**src/rtl/ctrl_pkg.sv**
```systemverilog
// ctrl_pkg
// Encodings shared by multi_cycle_ctrl, ctrl_decode and the datapath muxes:
// RV32I opcodes, sequencer states, instruction classes, select encodings
// and the decoded-instruction record latched in DECODE.
package ctrl_pkg;

  localparam logic [6:0] OP_R    = 7'b0110011;
  localparam logic [6:0] OP_IALU = 7'b0010011;
  localparam logic [6:0] OP_LW   = 7'b0000011;
  localparam logic [6:0] OP_SW   = 7'b0100011;
  localparam logic [6:0] OP_BR   = 7'b1100011;
  localparam logic [6:0] OP_JAL  = 7'b1101111;
  localparam logic [6:0] OP_JALR = 7'b1100111;

  localparam logic [1:0] IMM_I = 2'b00;
  localparam logic [1:0] IMM_S = 2'b01;
  localparam logic [1:0] IMM_B = 2'b10;
  localparam logic [1:0] IMM_J = 2'b11;

  localparam logic [1:0] WB_MEM = 2'b00;
  localparam logic [1:0] WB_ALU = 2'b01;
  localparam logic [1:0] WB_PC4 = 2'b10;

  localparam logic [3:0] ALU_ADD = 4'b0000;

  typedef enum logic [2:0] {
    ST_IDLE,
    ST_FETCH,
    ST_DECODE,
    ST_EXEC,
    ST_MEM,
    ST_WB,
    ST_TRAP
  } state_t;

  typedef enum logic [2:0] {
    CL_R,
    CL_IALU,
    CL_LW,
    CL_SW,
    CL_BR,
    CL_JAL,
    CL_JALR,
    CL_ILL
  } iclass_t;

  typedef struct packed {
    iclass_t    cls;
    logic [2:0] funct3;
    logic       a_sel;
    logic       b_sel;
    logic [1:0] imm_sel;
    logic [3:0] alu_sel;
    logic [1:0] wb_sel;
  } dec_t;

  // BEQ takes on equal, BNE on not-equal; other funct3 values never reach here legally.
  function automatic logic branch_taken(input logic [2:0] funct3, input logic breq);
    return ((funct3 == 3'b000) && breq) || ((funct3 == 3'b001) && !breq);
  endfunction

endpackage

```
**src/rtl/ctrl_decode.sv**
```systemverilog
// ctrl_decode
// Combinational instruction classifier: opcode/funct3/funct7[5] to class
// plus the operand, immediate, ALU and write-back selects used in EXEC/MEM/WB.
// Ports:
//   opcode   in  7  inst[6:0]
//   funct3   in  3  inst[14:12]
//   funct7_5 in  1  inst[30]
//   dec      out    decoded record (class, funct3, selects)
module ctrl_decode
  import ctrl_pkg::*;
(
  input  logic [6:0] opcode,
  input  logic [2:0] funct3,
  input  logic       funct7_5,
  output dec_t       dec
);

  always_comb begin
    dec        = '0;
    dec.cls    = CL_ILL;
    dec.funct3 = funct3;
    case (opcode)
      OP_R: begin
        dec.cls     = CL_R;
        dec.alu_sel = {funct7_5, funct3};
        dec.wb_sel  = WB_ALU;
      end
      OP_IALU: begin
        dec.cls     = CL_IALU;
        dec.b_sel   = 1'b1;
        dec.imm_sel = IMM_I;
        dec.alu_sel = {1'b0, funct3};
        dec.wb_sel  = WB_ALU;
      end
      OP_LW: begin
        dec.cls     = CL_LW;
        dec.b_sel   = 1'b1;
        dec.imm_sel = IMM_I;
        dec.alu_sel = ALU_ADD;
        dec.wb_sel  = WB_MEM;
      end
      OP_SW: begin
        dec.cls     = CL_SW;
        dec.b_sel   = 1'b1;
        dec.imm_sel = IMM_S;
        dec.alu_sel = ALU_ADD;
      end
      OP_BR: begin
        dec.cls     = CL_BR;
        dec.a_sel   = 1'b1;
        dec.b_sel   = 1'b1;
        dec.imm_sel = IMM_B;
        dec.alu_sel = ALU_ADD;
      end
      OP_JAL: begin
        dec.cls     = CL_JAL;
        dec.a_sel   = 1'b1;
        dec.b_sel   = 1'b1;
        dec.imm_sel = IMM_J;
        dec.alu_sel = ALU_ADD;
        dec.wb_sel  = WB_PC4;
      end
      OP_JALR: begin
        dec.cls     = CL_JALR;
        dec.b_sel   = 1'b1;
        dec.imm_sel = IMM_I;
        dec.alu_sel = ALU_ADD;
        dec.wb_sel  = WB_PC4;
      end
      default: ;
    endcase
  end

endmodule

```
**src/rtl/multi_cycle_ctrl.sv**
```systemverilog
// multi_cycle_ctrl
// Multi-cycle sequencer for the RV32I-subset datapath. Walks each instruction
// through FETCH/DECODE/EXEC/MEM/WB, holding on the memory req/ack handshakes,
// and counts retired instructions (one per PC write).
// Ports:
//   clk, rst_n          clock, async active-low reset
//   inst_i              instruction register contents (valid from DECODE)
//   breq_i              branch comparator equal flag
//   imem_ack_i/_req_o   instruction memory handshake
//   dmem_ack_i/_req_o   data memory handshake, dmem_we_o = store
//   ir_we_o, pc_we_o, rf_we_o   datapath write strobes
//   pc_sel_o, alu_sel_o, imm_sel_o, a_sel_o, b_sel_o, wb_sel_o   datapath selects
//   trap_o              sticky illegal-instruction / ack-timeout flag
//   instret_o           retired-instruction count
//
// state  | meaning
// IDLE   | one cycle after reset release
// FETCH  | imem request outstanding, IR loads on ack
// DECODE | classify inst_i, latch class and selects
// EXEC   | drive ALU selects; branches resolve and write PC here
// MEM    | dmem request outstanding, EXEC selects held for a stable address
// WB     | register file and PC write
// TRAP   | everything quiet until reset
module multi_cycle_ctrl
  import ctrl_pkg::*;
#(
  parameter int CNT_W       = 32,
  parameter int ACK_TIMEOUT = 0
) (
  input  logic             clk,
  input  logic             rst_n,
  input  logic [31:0]      inst_i,
  input  logic             breq_i,
  input  logic             imem_ack_i,
  input  logic             dmem_ack_i,
  output logic             imem_req_o,
  output logic             dmem_req_o,
  output logic             dmem_we_o,
  output logic             ir_we_o,
  output logic             pc_we_o,
  output logic             pc_sel_o,
  output logic             rf_we_o,
  output logic [3:0]       alu_sel_o,
  output logic [1:0]       imm_sel_o,
  output logic             a_sel_o,
  output logic             b_sel_o,
  output logic [1:0]       wb_sel_o,
  output logic             trap_o,
  output logic [CNT_W-1:0] instret_o
);

  localparam int TW = (ACK_TIMEOUT > 1) ? $clog2(ACK_TIMEOUT + 1) : 1;
  localparam logic [TW-1:0] TMO_LOAD = TW'(ACK_TIMEOUT);

  state_t        state;
  dec_t          dec_d;
  dec_t          dec_q;
  logic [TW-1:0] wait_cnt;
  logic          tmo_hit;
  logic          br_ok;
  logic          pc_we;
  logic          unused_inst_bits;

  assign unused_inst_bits = ^{inst_i[31], inst_i[29:15], inst_i[11:7]};

  ctrl_decode u_decode (
    .opcode   (inst_i[6:0]),
    .funct3   (inst_i[14:12]),
    .funct7_5 (inst_i[30]),
    .dec      (dec_d)
  );

  // Down-counter reloaded whenever a wait state is (re)entered; terminal
  // count 1 means ACK_TIMEOUT request cycles have gone by without an ack.
  assign tmo_hit = (ACK_TIMEOUT != 0) && (wait_cnt == TW'(1));
  assign br_ok   = (dec_q.funct3[2:1] == 2'b00);
  assign trap_o  = (state == ST_TRAP);
  assign pc_we_o = pc_we;

  always_ff @(posedge clk or negedge rst_n) begin
    if (!rst_n) begin
      state     <= ST_IDLE;
      dec_q     <= '0;
      wait_cnt  <= '0;
      instret_o <= '0;
    end else begin
      if (pc_we) instret_o <= instret_o + CNT_W'(1);
      case (state)
        ST_IDLE: begin
          wait_cnt <= TMO_LOAD;
          state    <= ST_FETCH;
        end
        ST_FETCH: begin
          if (imem_ack_i) begin
            wait_cnt <= TMO_LOAD;
            state    <= ST_DECODE;
          end else if (tmo_hit) begin
            state <= ST_TRAP;
          end else begin
            wait_cnt <= wait_cnt - TW'(1);
          end
        end
        ST_DECODE: begin
          wait_cnt <= TMO_LOAD;
          dec_q    <= dec_d;
          state    <= (dec_d.cls == CL_ILL) ? ST_TRAP : ST_EXEC;
        end
        ST_EXEC: begin
          wait_cnt <= TMO_LOAD;
          case (dec_q.cls)
            CL_BR:        state <= br_ok ? ST_FETCH : ST_TRAP;
            CL_LW, CL_SW: state <= ST_MEM;
            default:      state <= ST_WB;
          endcase
        end
        ST_MEM: begin
          if (dmem_ack_i) begin
            wait_cnt <= TMO_LOAD;
            state    <= (dec_q.cls == CL_SW) ? ST_FETCH : ST_WB;
          end else if (tmo_hit) begin
            state <= ST_TRAP;
          end else begin
            wait_cnt <= wait_cnt - TW'(1);
          end
        end
        ST_WB: begin
          wait_cnt <= TMO_LOAD;
          state    <= ST_FETCH;
        end
        default: state <= ST_TRAP;
      endcase
    end
  end

  // Strobes are decoded from the registered state plus the same-cycle
  // handshake/compare inputs, so an ack can be consumed in its own cycle.
  always_comb begin
    imem_req_o = 1'b0;
    ir_we_o    = 1'b0;
    dmem_req_o = 1'b0;
    dmem_we_o  = 1'b0;
    rf_we_o    = 1'b0;
    pc_we      = 1'b0;
    pc_sel_o   = 1'b0;
    alu_sel_o  = ALU_ADD;
    imm_sel_o  = IMM_I;
    a_sel_o    = 1'b0;
    b_sel_o    = 1'b0;
    wb_sel_o   = WB_MEM;
    case (state)
      ST_EXEC, ST_MEM, ST_WB: begin
        // held past EXEC so the ALU result (address / link target) stays put
        alu_sel_o = dec_q.alu_sel;
        imm_sel_o = dec_q.imm_sel;
        a_sel_o   = dec_q.a_sel;
        b_sel_o   = dec_q.b_sel;
      end
      default: ;
    endcase
    case (state)
      ST_FETCH: begin
        imem_req_o = 1'b1;
        ir_we_o    = imem_ack_i;
      end
      ST_EXEC: begin
        if ((dec_q.cls == CL_BR) && br_ok) begin
          pc_we    = 1'b1;
          pc_sel_o = branch_taken(dec_q.funct3, breq_i);
        end
      end
      ST_MEM: begin
        dmem_req_o = 1'b1;
        dmem_we_o  = (dec_q.cls == CL_SW);
        pc_we      = dmem_ack_i && (dec_q.cls == CL_SW);
      end
      ST_WB: begin
        rf_we_o  = 1'b1;
        pc_we    = 1'b1;
        wb_sel_o = dec_q.wb_sel;
        pc_sel_o = (dec_q.cls == CL_JAL) || (dec_q.cls == CL_JALR);
      end
      default: ;
    endcase
  end

endmodule

```
**config.mk**
```make
export PLATFORM = sky130hd
export DESIGN_NAME = multi_cycle_ctrl
export DESIGN_NICKNAME = d
export VERILOG_FILES = /design/src/rtl/ctrl_pkg.sv /design/src/rtl/ctrl_decode.sv /design/src/rtl/multi_cycle_ctrl.sv
export SDC_FILE = /design/constraint.sdc
export NUM_CORES = 1
export LEC_CHECK = 0
export BUFFER_PORTS_ARGS = -buffer_cell sky130_fd_sc_hd__buf_2
export CORE_ASPECT_RATIO = 1.5
export CORE_MARGIN = 5
export CORE_UTILIZATION = 45
export CTS_CLUSTER_SIZE = 24
export DETAILED_ROUTE_END_ITERATION = 12
export HOLD_SLACK_MARGIN = 0.08
export PLACE_DENSITY = 0.78
export SYNTH_ARGS = -nofsm -noshare
export SYNTH_HDL_FRONTEND = slang
export SYNTH_HIERARCHICAL = 1
export SYNTH_SLANG_ARGS = --single-unit
```
**constraint.sdc**
```tcl
create_clock -name clk -period 1.7 [get_ports clk]
set_input_delay 0.34 -clock clk [delete_from_list [all_inputs] [get_ports clk]]
set_output_delay 0.34 -clock clk [all_outputs]
set_load 0.05 [all_outputs]
```
Word level (Yosys, flattened, before mapping)
Cells that the tools add are included.
- flip-flop bits (word level): 51
- bits of input ports: 37
- output and inout port bits: 50
- logic and storage cells: 76
- add/sub/neg operators: 1
- eq/ne operators: 22
- muxes and demuxes: 26
- reduce and logical (&&, ||, !) cells: 18
- operator list (cell ; number):
    $add A32 B1 Y32 const B ; 1
    $eq A3 B3 Y1 const B ; 7
    $eq A7 B7 Y1 const B ; 3
    $pmux W3 S7 ; 1
    $mux W3 ; 5
    $pmux W3 S5 ; 1
    $eq A7 B6 Y1 const B ; 2
    $eq A3 B2 Y1 const B ; 4
    $pmux W3 S4 ; 1
    $mux W1 ; 10
    $reduce_or A2 Y1 ; 5
    $pmux W4 S2 ; 1
    $eq A7 B2 Y1 const B ; 1
    $eq A7 B5 Y1 const B ; 1
    $eq A3 B1 Y1 const B ; 2
    $logic_not A3 Y1 ; 2
    $pmux W3 S2 ; 1
    $reduce_or A3 Y1 ; 2
    $logic_and A1 B1 Y1 ; 4
    $mux W2 ; 2
    $mux W4 ; 1
    $ne A2 B2 Y1 const B ; 2
    $pmux W2 S2 ; 1
    $pmux W1 S3 ; 1
    5 further kinds ; 6

Depth between registers and ports, before layout
- depth in word-level cells: 5
- gate-level depth with buffers: 8
- gate-level depth less buffers: 7

Modules after synthesis
The synthesis kept the hierarchy.
- by module, submodules not included (module ; instances ; cells an instance ; area each (um^2) ; sequential area each (um^2)):
    multi_cycle_ctrl ; 1 ; 221 ; 2477.4 ; 1276.2
    ctrl_decode ; 1 ; 34 ; 203.9 ; 0.0

Least setup slack after synthesis
OpenSTA, ideal clock, no wires.
- path type: register to output
- start point: register state[2]
- end point: output port pc_sel_o
- arrival time: 2388 ps
- required time: 1360 ps
- setup slack: -1028 ps
- stages on the path, launching flop included: 5
- buffers on the path: 1
- cell sequence: dfrtp_1 > buf_2 > nand3b_2 > or4_4 > o21ai_0
- cells in the longest elaborated chain, start to end: 2
- elaborated cells on any way between the ends: 3
- those cells by class: eq/ne (2); mux (1)
- ends and longest elaborated chain (item ; line ; text):
    from (decl) ; multi_cycle_ctrl.sv:55 ; state_t state;
    from (signal assigned) ; multi_cycle_ctrl.sv:106 ; state <= (dec_d.cls == CL_ILL) ? ST_TRAP : ST_EXEC;
    from (signal assigned) ; multi_cycle_ctrl.sv:111 ; CL_BR: state <= br_ok ? ST_FETCH : ST_TRAP;
    from (signal assigned) ; multi_cycle_ctrl.sv:119 ; state <= (dec_q.cls == CL_SW) ? ST_FETCH : ST_WB;
    $eq A3 B3 Y1 or $eq A3 B2 Y1 (tied branches) ; -- ;
    $pmux W1 S2 * ; multi_cycle_ctrl.sv:160 ; case (state)
    to (decl) ; multi_cycle_ctrl.sv:41 ; output logic pc_sel_o,
Mark *: on every way between the ends. The rest lies on a longest branch, timed or not.

Final worst setup path
- start point: register dec_q[14] (netlist bit)
- end point: output port pc_sel_o
- cells in the longest elaborated chain, start to end: 4
- elaborated cells on any way between the ends: 7
- those cells by class: eq/ne (3); mux (2); reduce/logical (2)
- ends and longest elaborated chain (item ; line ; text):
    from (decl) ; multi_cycle_ctrl.sv:57 ; dec_t dec_q;
    from (signal assigned) ; multi_cycle_ctrl.sv:83 ; dec_q <= '0;
    from (signal assigned) ; multi_cycle_ctrl.sv:105 ; dec_q <= dec_d;
    $eq A3 B3 Y1 ; multi_cycle_ctrl.sv:166 ; if ((dec_q.cls == CL_BR) && br_ok) begin
    $logic_and A1 B1 Y1 ; multi_cycle_ctrl.sv:166 ;
    $mux W1 ; multi_cycle_ctrl.sv:166 ;
    $pmux W1 S2 * ; multi_cycle_ctrl.sv:160 ;
Marks and branches as above.

==> impl_metrics.py <==
metrics = {
    "grt": {
        "grt-busiest-layer": "met2",
        "met2_usage_pct": 33.0,
        "grt_pass1_vias": 2411,
        "grt_usage_pct": 18.2,
        "antenna_found_initial": 0,
        "grt_pass1_wl_mm": 11.1,
        "grt_max_degree": 52,
        "grt_remaining_overflow": 0,
        "met3_usage_pct": 3.75,
        "met1_usage_pct": 21.1,
    },
    "sta": {
        "finalCriticalPeriod_ns": 2.23,
        "slew_headroom_pct": 60.2,
        "max_freq_mhz": 448,
        "worstMarginPinSlew_ns": 0.592,
        "setup_violations": 49,
        "whs_ns": 0.276,
        "finalClockSkew_ns": 0.0106,
        "worst_slack_ns": -0.531,
        "rsz0062_at_grt": "true",
        "finalCritPeriodShare_pct": 131,
        "hold_viol_final": 0,
        "report.final.slew_viol_count": 0,
    },
    "logic_synthesis": {
        "synth-seq-cells": 51,
        "avgSynthCellArea_um2": 10.5,
        "yosysTopAreaCell": "dfrtp_1",
        "synth_flop_cell": "dfrtp_1",
        "synth.distinct_cells": 48,
        "syn_inst": 255,
        "synth.area.top_cells": "dfrtp_1 (48%), xnor2_1 (7.2%), mux2_2 (7.1%), xor2_1 (3.9%), nand2_1 (3.2%)",
        "syn_nets": 293,
        "synth-edff-count": 0,
        "async_flop_share_pct": 100,
        "syn_area_um2": 2680,
        "synth.top_cell.area_share_pct": 47.6,
        "synth-warning-count": 6,
        "synth_seq_area_share_pct": 47.6,
    },
    "route": {
        "route.detailed.drc": 0,
        "wl_mm": 6.86,
        "drtPass1Iterations": 4,
        "drt-initial-drc-count": 81,
        "post_drt_via_cell_ratio": 5.20,
        "detail-route-antenna-nets": 0,
        "vias": 2294,
        "avgRoutedWirePerCell_um": 15.6,
    },
    "cells_and_area": {
        "nets": 406,
        "antenna_cells": 0,
        "nFillCells": 432,
        "final_cell_area_um2": 4080,
        "area_growth_pct": 52.2,
        "finalNonFillerCells": 441,
        "finish.utilization_pct": 70.5,
        "drive_gt1_share_pct": 57.2,
    },
    "critical_path": {
        "crit_family": "simple AND/OR/NAND/NOR gates",
        "r2r_slack_ns": -0.42,
        "max_stage_delay_ns": 0.47,
        "r2r-end": "instret_o[21]",
        "worstSetupPathType": "register to primary output",
        "required_ns": 1.36,
        "worst_setup_path_start_kind": "register",
        "worst-endpoint-arrival_ns": 1.89,
        "reg2reg_depth": 8,
        "crit_slowest_cell": "or4_4",
        "crit_end": "pc_sel_o",
        "worstPathCellList": "or3b_4 -> or4_4 -> o21ai_2 -> buf_6",
        "critical_path_buf_inv_count": 1,
        "startpoint": "dec_q[14]",
        "r2r-start": "dec_q[14]",
        "critical_path_cell_count": 4,
        "endpoint_kind": "primary output",
        "cp_max_fo": 3,
    },
    "clock_tree": {
        "cts_max_level": 2,
        "clkLatencyLatePin_ns": 0.31,
        "numCtsBuffers": 5,
        "cts_root_buffer": "clkbuf_8",
        "cts_tree": "built",
        "clk_path_buf_depth": 2,
        "cts.clk_slew.worst_paths_ns": 0.09,
        "cts_sinks": 51,
    },
    "floorplan": {
        "chipHeight_um": 105,
        "io_pins": 87,
        "row_count": 34,
        "die_w_um": 73.0,
        "initial_utilization_pct": 46.3,
        "die_area_um2": 7630,
        "core_area_um2": 5790,
    },
    "run_status": {
        "status": "finished with violations",
        "violations": "negative setup slack",
    },
    "min_path": {
        "hold_path_class": "input pin to register",
        "holdPathStages": 2,
    },
    "placement": {
        "gp_congestion": 0.885,
        "port_buffers": 65,
        "place_area_um2": 3400,
        "hpwl_mm": 4.70,
        "dp.cells": 416,
    },
    "power_and_ir_drop": {
        "totalPowerFinal_mw": 4.79,
        "ir_drop_mv": 0.768,
        "p_per_area_nw_per_um2": 1170,
        "power.static_leakage_nw": 2.05,
    },
    "job": {
        "maxCapViolCount": 0,
    },
}
power by group:
| part | total [mW] | switching [mW] | internal [mW] |
|---|---|---|---|
| sequential | 1.59 | 0.174 | 1.41 |
| clock | 0.868 | 0.422 | 0.446 |
| combinational | 2.34 | 1.30 | 1.03 |
| total | 4.79 | 1.90 | 2.89 |
through the flow:
step	setup WS, ns	TNS, ns
after global routing	-0.568	-15.01
after global placement	-0.271	-5.00
after CTS	-0.529	-10.81
after detailed placement	-0.317	-6.27
after floorplan	-0.392	-2.83
final	-0.531	-11.89
layout by cell type (no fill, tap or decap), types with 3 or more instances in the layout:
cell,n
a21oi_1,5
and2_2,4
and2_4,11
and3_1,5
and3_4,3
buf_2,47
buf_4,33
buf_6,17
buf_8,15
clkbuf_8,5
dfrtp_1,38
dfrtp_2,13
inv_1,4
mux2_2,17
nand2_1,17
nand2_2,4
nand3_1,11
nand3_2,3
nand4_1,6
nor2_1,16
nor2b_1,5
nor3_2,3
nor3_4,3
xnor2_1,19
xnor2_2,3
xor2_1,12
state kept, by name (all words and copies together) (netlist names):
signal / count
dec_q: 16
instret_o: 32
state: 3
worst register-to-register path: cells and delay by family (launching register included):
kind,cells,cell delay (ns)
flops,1,0.39
buf+inv,3,0.41
compound gates,1,0.22
simple gates,3,0.86
xor+xnor,1,0.15
synth_stat cells, types with 5 or more instances:
master / instances
dfrtp_1: 51
nor3_1: 7
mux2_2: 17
nand3_1: 14
nor2b_1: 5
nor2_1: 18
a21oi_1: 6
xnor2_1: 22
and3_1: 8
nand2_1: 23
nand4_1: 6
xor2_1: 12
and2_1: 11
per-layer routing:
layer	part of all wire, %	vias to the layer above
met2	57	53
met4	1.2	0
met3	4.6	8
li1	-	1111
met1	37	1122
met5	0	-
area by class of cell:
cell class	instances	area [µm²]	share of cell area, %
clock inverters	3	47.5	1.17
well taps	72	90.1	2.21
multi-input cells	191	1620	39.6
clock buffers	5	68.8	1.69
inverters	4	15.0	0.368
repair buffers	115	950	23.3
flip-flops and latches	51	1290	31.7
kinds of logic after synthesis:
family	after synthesis	synth area share, %
AO/OA/AOI/OAI	23	5.97
XOR/XNOR	34	11.1
adder cells (fa/ha/maj)	1	0.467
buffers and inverters	13	2.71
flip-flops	51	47.6
multiplexers	17	7.14
AND/OR/NAND/NOR	116	25.0
how the worst min path moves through the flow:
stage / start / endpoint / slack, ns
after floorplan: rst_n / dec_q[0] / 0.04
after global placement: rst_n / instret_o[27] / 0.35
after detailed placement: rst_n / instret_o[27] / 0.36
after CTS: inst_i[12] / dec_q[10] / 0.26
after global routing: inst_i[13] / dec_q[11] / 0.27
final: inst_i[13] / dec_q[11] / 0.28
what timing repair did:
action | CTS | global route
endpoints found under the setup margin | 49 | 52
hold endpoints to repair | 51 | 0
gates resized for setup | 81 | 33
pin swaps | 26 | 24
hold buffers | 1 | 0
setup buffers | 8 | 13
Power figures use the tool's default switching activity.
